`src/rtl/clk_div_monitor.sv`:
```
// Monitors a divided clock sampled as data: synchronizes it, emits edge pulses,
// measures period / high time, and tracks lock plus sticky error flags.
module clk_div_monitor #(
  parameter int SYNC_STAGES = 2,
  parameter int CNT_W       = 8,
  parameter int EXP_PERIOD  = 5,
  parameter int EXP_HIGH    = 3,
  parameter int TOL         = 0,
  parameter int LOCK_CNT    = 4,
  parameter int TIMEOUT     = 16
) (
  input  logic             clk,
  input  logic             rst_n,
  input  logic             clk_div_in,
  input  logic             err_clr,
  output logic             rise_pulse,
  output logic             fall_pulse,
  output logic             meas_valid,
  output logic [CNT_W-1:0] period,
  output logic [CNT_W-1:0] high_time,
  output logic             locked,
  output logic             err_period,
  output logic             err_timeout
);

  localparam int GW = $clog2(LOCK_CNT + 1);
  localparam logic [CNT_W-1:0] CNT_MAX = '1;
  localparam logic [CNT_W-1:0] CNT_ONE = CNT_W'(1);
  localparam logic [CNT_W-1:0] TMO_W   = CNT_W'(TIMEOUT);
  localparam logic [CNT_W:0]   EXP_P_W = (CNT_W+1)'(EXP_PERIOD);
  localparam logic [CNT_W:0]   EXP_H_W = (CNT_W+1)'(EXP_HIGH);
  localparam logic [CNT_W:0]   TOL_W   = (CNT_W+1)'(TOL);
  localparam logic [GW-1:0]    LOCK_W  = GW'(LOCK_CNT);

  typedef enum logic [1:0] {IDLE, ACQ, LOCKED} state_t;
  state_t state, state_nxt;

  logic [SYNC_STAGES-1:0] sync;
  logic                   s, s_d, rise, fall;
  logic [CNT_W-1:0]       per_cnt, hi_cnt, hi_cap;
  logic [GW-1:0]          good_cnt, good_nxt;
  logic                   meas, good, timeout;
  logic                   err_p_set, err_t_set;

  function automatic logic [CNT_W:0] absdiff(input logic [CNT_W:0] a, input logic [CNT_W:0] b);
    return (a >= b) ? (a - b) : (b - a);
  endfunction

  assign s    = sync[SYNC_STAGES-1];
  assign rise = s & ~s_d;
  assign fall = ~s & s_d;

  // Measurement is judged on the values being published this cycle.
  assign good = (absdiff({1'b0, per_cnt}, EXP_P_W) <= TOL_W) &&
                (absdiff({1'b0, hi_cap},  EXP_H_W) <= TOL_W);
  assign meas    = rise && (state != IDLE);
  assign timeout = !rise && (state != IDLE) && (per_cnt >= TMO_W);

  always_ff @(posedge clk) begin
    if (!rst_n) begin
      state    <= IDLE;
      good_cnt <= '0;
    end else begin
      state    <= state_nxt;
      good_cnt <= good_nxt;
    end
  end

  always_comb begin
    state_nxt = state;
    good_nxt  = good_cnt;
    err_p_set = 1'b0;
    err_t_set = 1'b0;
    case (state)
      IDLE: begin
        if (rise) begin
          state_nxt = ACQ;
          good_nxt  = '0;
        end
      end
      ACQ: begin
        if (meas) begin
          if (good) begin
            good_nxt = good_cnt + 1'b1;
            if (good_nxt == LOCK_W) state_nxt = LOCKED;
          end else begin
            good_nxt  = '0;
            err_p_set = 1'b1;
          end
        end else if (timeout) begin
          state_nxt = IDLE;
          good_nxt  = '0;
          err_t_set = 1'b1;
        end
      end
      LOCKED: begin
        if (meas) begin
          if (!good) begin
            state_nxt = ACQ;
            good_nxt  = '0;
            err_p_set = 1'b1;
          end
        end else if (timeout) begin
          state_nxt = IDLE;
          good_nxt  = '0;
          err_t_set = 1'b1;
        end
      end
      default: begin
        state_nxt = IDLE;
        good_nxt  = '0;
      end
    endcase
  end

  always_ff @(posedge clk) begin
    if (!rst_n) begin
      sync        <= '0;
      s_d         <= 1'b0;
      per_cnt     <= '0;
      hi_cnt      <= '0;
      hi_cap      <= '0;
      rise_pulse  <= 1'b0;
      fall_pulse  <= 1'b0;
      meas_valid  <= 1'b0;
      period      <= '0;
      high_time   <= '0;
      locked      <= 1'b0;
      err_period  <= 1'b0;
      err_timeout <= 1'b0;
    end else begin
      sync <= {sync[SYNC_STAGES-2:0], clk_div_in};
      s_d  <= s;

      if (rise)                    per_cnt <= CNT_ONE;
      else if (per_cnt != CNT_MAX) per_cnt <= per_cnt + 1'b1;

      if (rise)                         hi_cnt <= CNT_ONE;
      else if (s && hi_cnt != CNT_MAX)  hi_cnt <= hi_cnt + 1'b1;

      // hi_cap stays 0 through a period that never falls.
      if (rise)      hi_cap <= '0;
      else if (fall) hi_cap <= hi_cnt;

      rise_pulse <= rise;
      fall_pulse <= fall;
      meas_valid <= meas;
      if (meas) begin
        period    <= per_cnt;
        high_time <= hi_cap;
      end
      locked      <= (state_nxt == LOCKED);
      err_period  <= err_p_set | (err_period  & ~err_clr);
      err_timeout <= err_t_set | (err_timeout & ~err_clr);
    end
  end

endmodule

```
`config.mk`:
```
export PLATFORM = sky130hd
export DESIGN_NAME = clk_div_monitor
export DESIGN_NICKNAME = d
export VERILOG_FILES = /design/src/rtl/clk_div_monitor.sv
export SDC_FILE = /design/constraint.sdc
export NUM_CORES = 1
export LEC_CHECK = 0
export CAP_MARGIN = 30
export CORE_MARGIN = 1
export CORE_UTILIZATION = 57
export DETAILED_ROUTE_END_ITERATION = 6
export GPL_TIMING_DRIVEN = 0
export PLACE_DENSITY_LB_ADDON = 0.05
export SKIP_LAST_GASP = 1
export SYNTH_ARGS = -nofsm -noshare
export SYNTH_HDL_FRONTEND = slang
export SYNTH_SLANG_ARGS = --single-unit
export TNS_END_PERCENT = 100
```
`constraint.sdc`:
```
create_clock -name clk -period 3.3 [get_ports clk]
set_input_delay 0.99 -clock clk [delete_from_list [all_inputs] [get_ports clk]]
set_output_delay 0.99 -clock clk [all_outputs]
set_load 0.005 [all_outputs]
```
==> metrics <==
outcome=finished clean; switch share=0.2653; register area=about 0.0011 mm2; final count of pins violating max slew=0; share of cells above drive strength 1=0.06612; period utilisation layout=0.8395; Post-Place Cell Area=0.003075 mm2; syn nets=351; Final nets=~380; metal2 WL=2.603 mm; metal3 WL=approximately 210 um; RSZ-0062 raised after global routing=false; Reg power frac=0.578; post-layout min period=2.770 ns; Max rail drop VDD=~0.00033 V; initial antenna violation count=0; Pleak=between 1 and 1.5 nW; top_reg_cell synth=dfxtp_1; num rows=24; TritonCTS clock tree=built; Avg Vias per Cell=5.658; top fanout value on the critical path=7; diode count=0; Clock transition at path regs=0.11 ns; GPL Wtd Cong=0.9100; largest net degree at the start of global routing=20; WP data required=3.55 ns; Max Buffers Root-to-Sink=2; Worst Hold Class=register to register; synthesized area=0.002770 mm2; H-tree depth=2; most frequent cells in the layout=56 x nand2_1, 54 x dfxtp_1, 24 x clkdlybuf4s50_1, 23 x nor2_1; GRT Resource Usage Total=0.2411; post-DP HPWL=4.285 mm; Slew @ Worst Pin=0.5580 ns; hold_buf cts=0; Core ar.=0.004504 mm2; worst-skew pair later-pin latency=about 0.33 ns; CTS Buf Count=5; Comb pwr share=0.076; Worst setup EP type=register; Total Wirelength=5.751 mm; via count of the first global-routing pass=between 2000 and 2500; Crit Path Category=register to register; CP Launch Type=register; Syn Area/Cell=8.369 um2; Power Dens Cells=365.9 mW/mm2; die width=71.72 um; Post-CTS Setup Bufs=0; EDFF count, synth=0; DR WL/cell=13.86 um; sequential element share of the synthesized area=0.3902; antenna viol nets, final=0; Overflow after GRT=0; clock sinks=54; most common cell after layout, fill and taps aside=nand2_1; metal1 wirelength=~2.8 mm; Post-CTS Resized=0; Finished Cell Area=0.003173 mm2; Sum Neg Setup Slack=0 ns; Iter 0 DRT Violations=188; area grow syn2layout=14.54%; Synth Warn #=0; P_sw=0.3080 mW; 1st-pass router iterations=4; async set-reset flop share out of synthesis=0; Die Span Y=71.72 um; clock power share=0.347; DRC viols=0; fmax=~360 MHz; Buffers on Ports=24; count of final hold-check violations=0; max layer used=met4; Syn Inst Count=~330; Filler cells=389; arrival time worst endpoint=3.02 ns; final design utilization=0.7044; Top Ports=26; first-pass GRT wire length=roughly 9.7 mm; clock skew=0.01135 ns; Yosys cell types=52; Yosys reg bits=54; P_int=0.8529 mW; Root Driver=clkbuf_8; Slew HR=0.6257; routed vias=~2300; Multi-input gate area=0.001555 mm2; Max Cap Viol=0; Final Setup Violations=0; Initial Util=0.6150; Die ar.=0.005143 mm2
==> power by group through the flow <==
stage	sequential (mW)	clock (mW)	combinational, mW
2_1_floorplan	0.682	0	0.0666
3_3_place_gp	0.685	0	0.0860
3_5_place_dp	0.685	0	0.0874
4_1_cts	0.670	0.410	0.0879
5_1_grt	0.672	0.437	0.0988
6_report	0.670	0.402	0.0882
==> final timing paths <==
path / slack, ns / depth (start not counted) / start / end
worst max register to register: 0.53 / 9 / per_cnt[1] / good_cnt[2]
worst min-delay path: 0.45 / 1 / sync[0] / sync[1]
worst max-delay path: 0.53 / 9 / per_cnt[1] / good_cnt[2]
worst min register to register: 0.45 / 1 / sync[0] / sync[1]
==> cell type report <==
cell class | count | share of cell area
plain buffers | 14 | 0.01972
clock buffers | 5 | 0.02169
clock inverters | 3 | 0.009069
inverters | 19 | 0.02248
multi-input cells | 244 | 0.4901
flip-flops and latches | 54 | 0.3407
well taps | 52 | 0.02050
repair buffers | 24 | 0.07571
==> worst max-delay path, stage by stage (launching register included) <==
cell and delay (ns):
dfxtp_1 0.50, inv_1 0.16, ha_1 0.26, a2111oi_2 0.48, nor2_1 0.09, o21ai_0 0.21, o221ai_2 0.19, a2111oi_4 0.38
a31oi_1 0.24, o22ai_1 0.20
==> metrics by stage <==
stage               hold WS (ns)  setup WS (ns)  power, mW  cells
global placement          0.4156         0.6474     0.7708    407
floorplan                 0.4119          1.004     0.7485    331
detailed placement        0.4292         0.6171     0.7724    407
CTS                       0.4559         0.5872      1.168    415
finish                    0.4525         0.5297      1.161    415
global route              0.4860         0.3759      1.208    415
==> cell usage after synthesis, types with 3 or more instances <==
cell | number | area, um2
a21oi_1 | 10 | 50.05
xor2_1 | 5 | 43.79
and3_1 | 5 | 31.28
dfxtp_1 | 54 | 1081
nand2_1 | 56 | 210.2
nand2b_1 | 7 | 43.79
a211oi_1 | 3 | 22.52
a22oi_1 | 8 | 60.06
a21boi_0 | 19 | 142.6
ha_1 | 16 | 200.2
clkbuf_1 | 11 | 41.29
nand4_1 | 5 | 31.28
and2_1 | 6 | 37.54
nor2b_1 | 14 | 87.58
inv_1 | 19 | 71.32
o22ai_1 | 4 | 25.02
nor2_1 | 23 | 86.33
a31oi_1 | 4 | 25.02
nor3_1 | 6 | 30.03
o21ai_0 | 15 | 75.07
==> flip-flops by register name, indices dropped and copies added (netlist names) <==
| signal | count |
|---|---|
| err_timeout | 1 |
| per_cnt | 8 |
| hi_cap | 8 |
| meas_valid | 1 |
| state | 2 |
| locked | 1 |
| high_time | 8 |
| sync | 2 |
| period | 8 |
| good_cnt | 3 |
| s_d | 1 |
| rise_pulse | 1 |
| err_period | 1 |
| hi_cnt | 8 |
| fall_pulse | 1 |
==> kinds of logic after synthesis <==
kind of cell	Yosys count	synth area share
flip-flops	54	0.3902
AO/OA/AOI/OAI	79	0.2087
adder cells (fa/ha/maj)	16	0.07227
AND/OR/NAND/NOR	140	0.2511
XOR/XNOR	7	0.02213
buffers and inverters	33	0.04833
multiplexers	2	0.007227
==> metal layers <==
layer  GRT usage  up-vias
met4     0.09586        0
met5           0        -
li1            -     1205
met2      0.3805       46
met3     0.04641       11
met1      0.3260     1086
No activity file was read; power rests on OpenSTA's default activity.
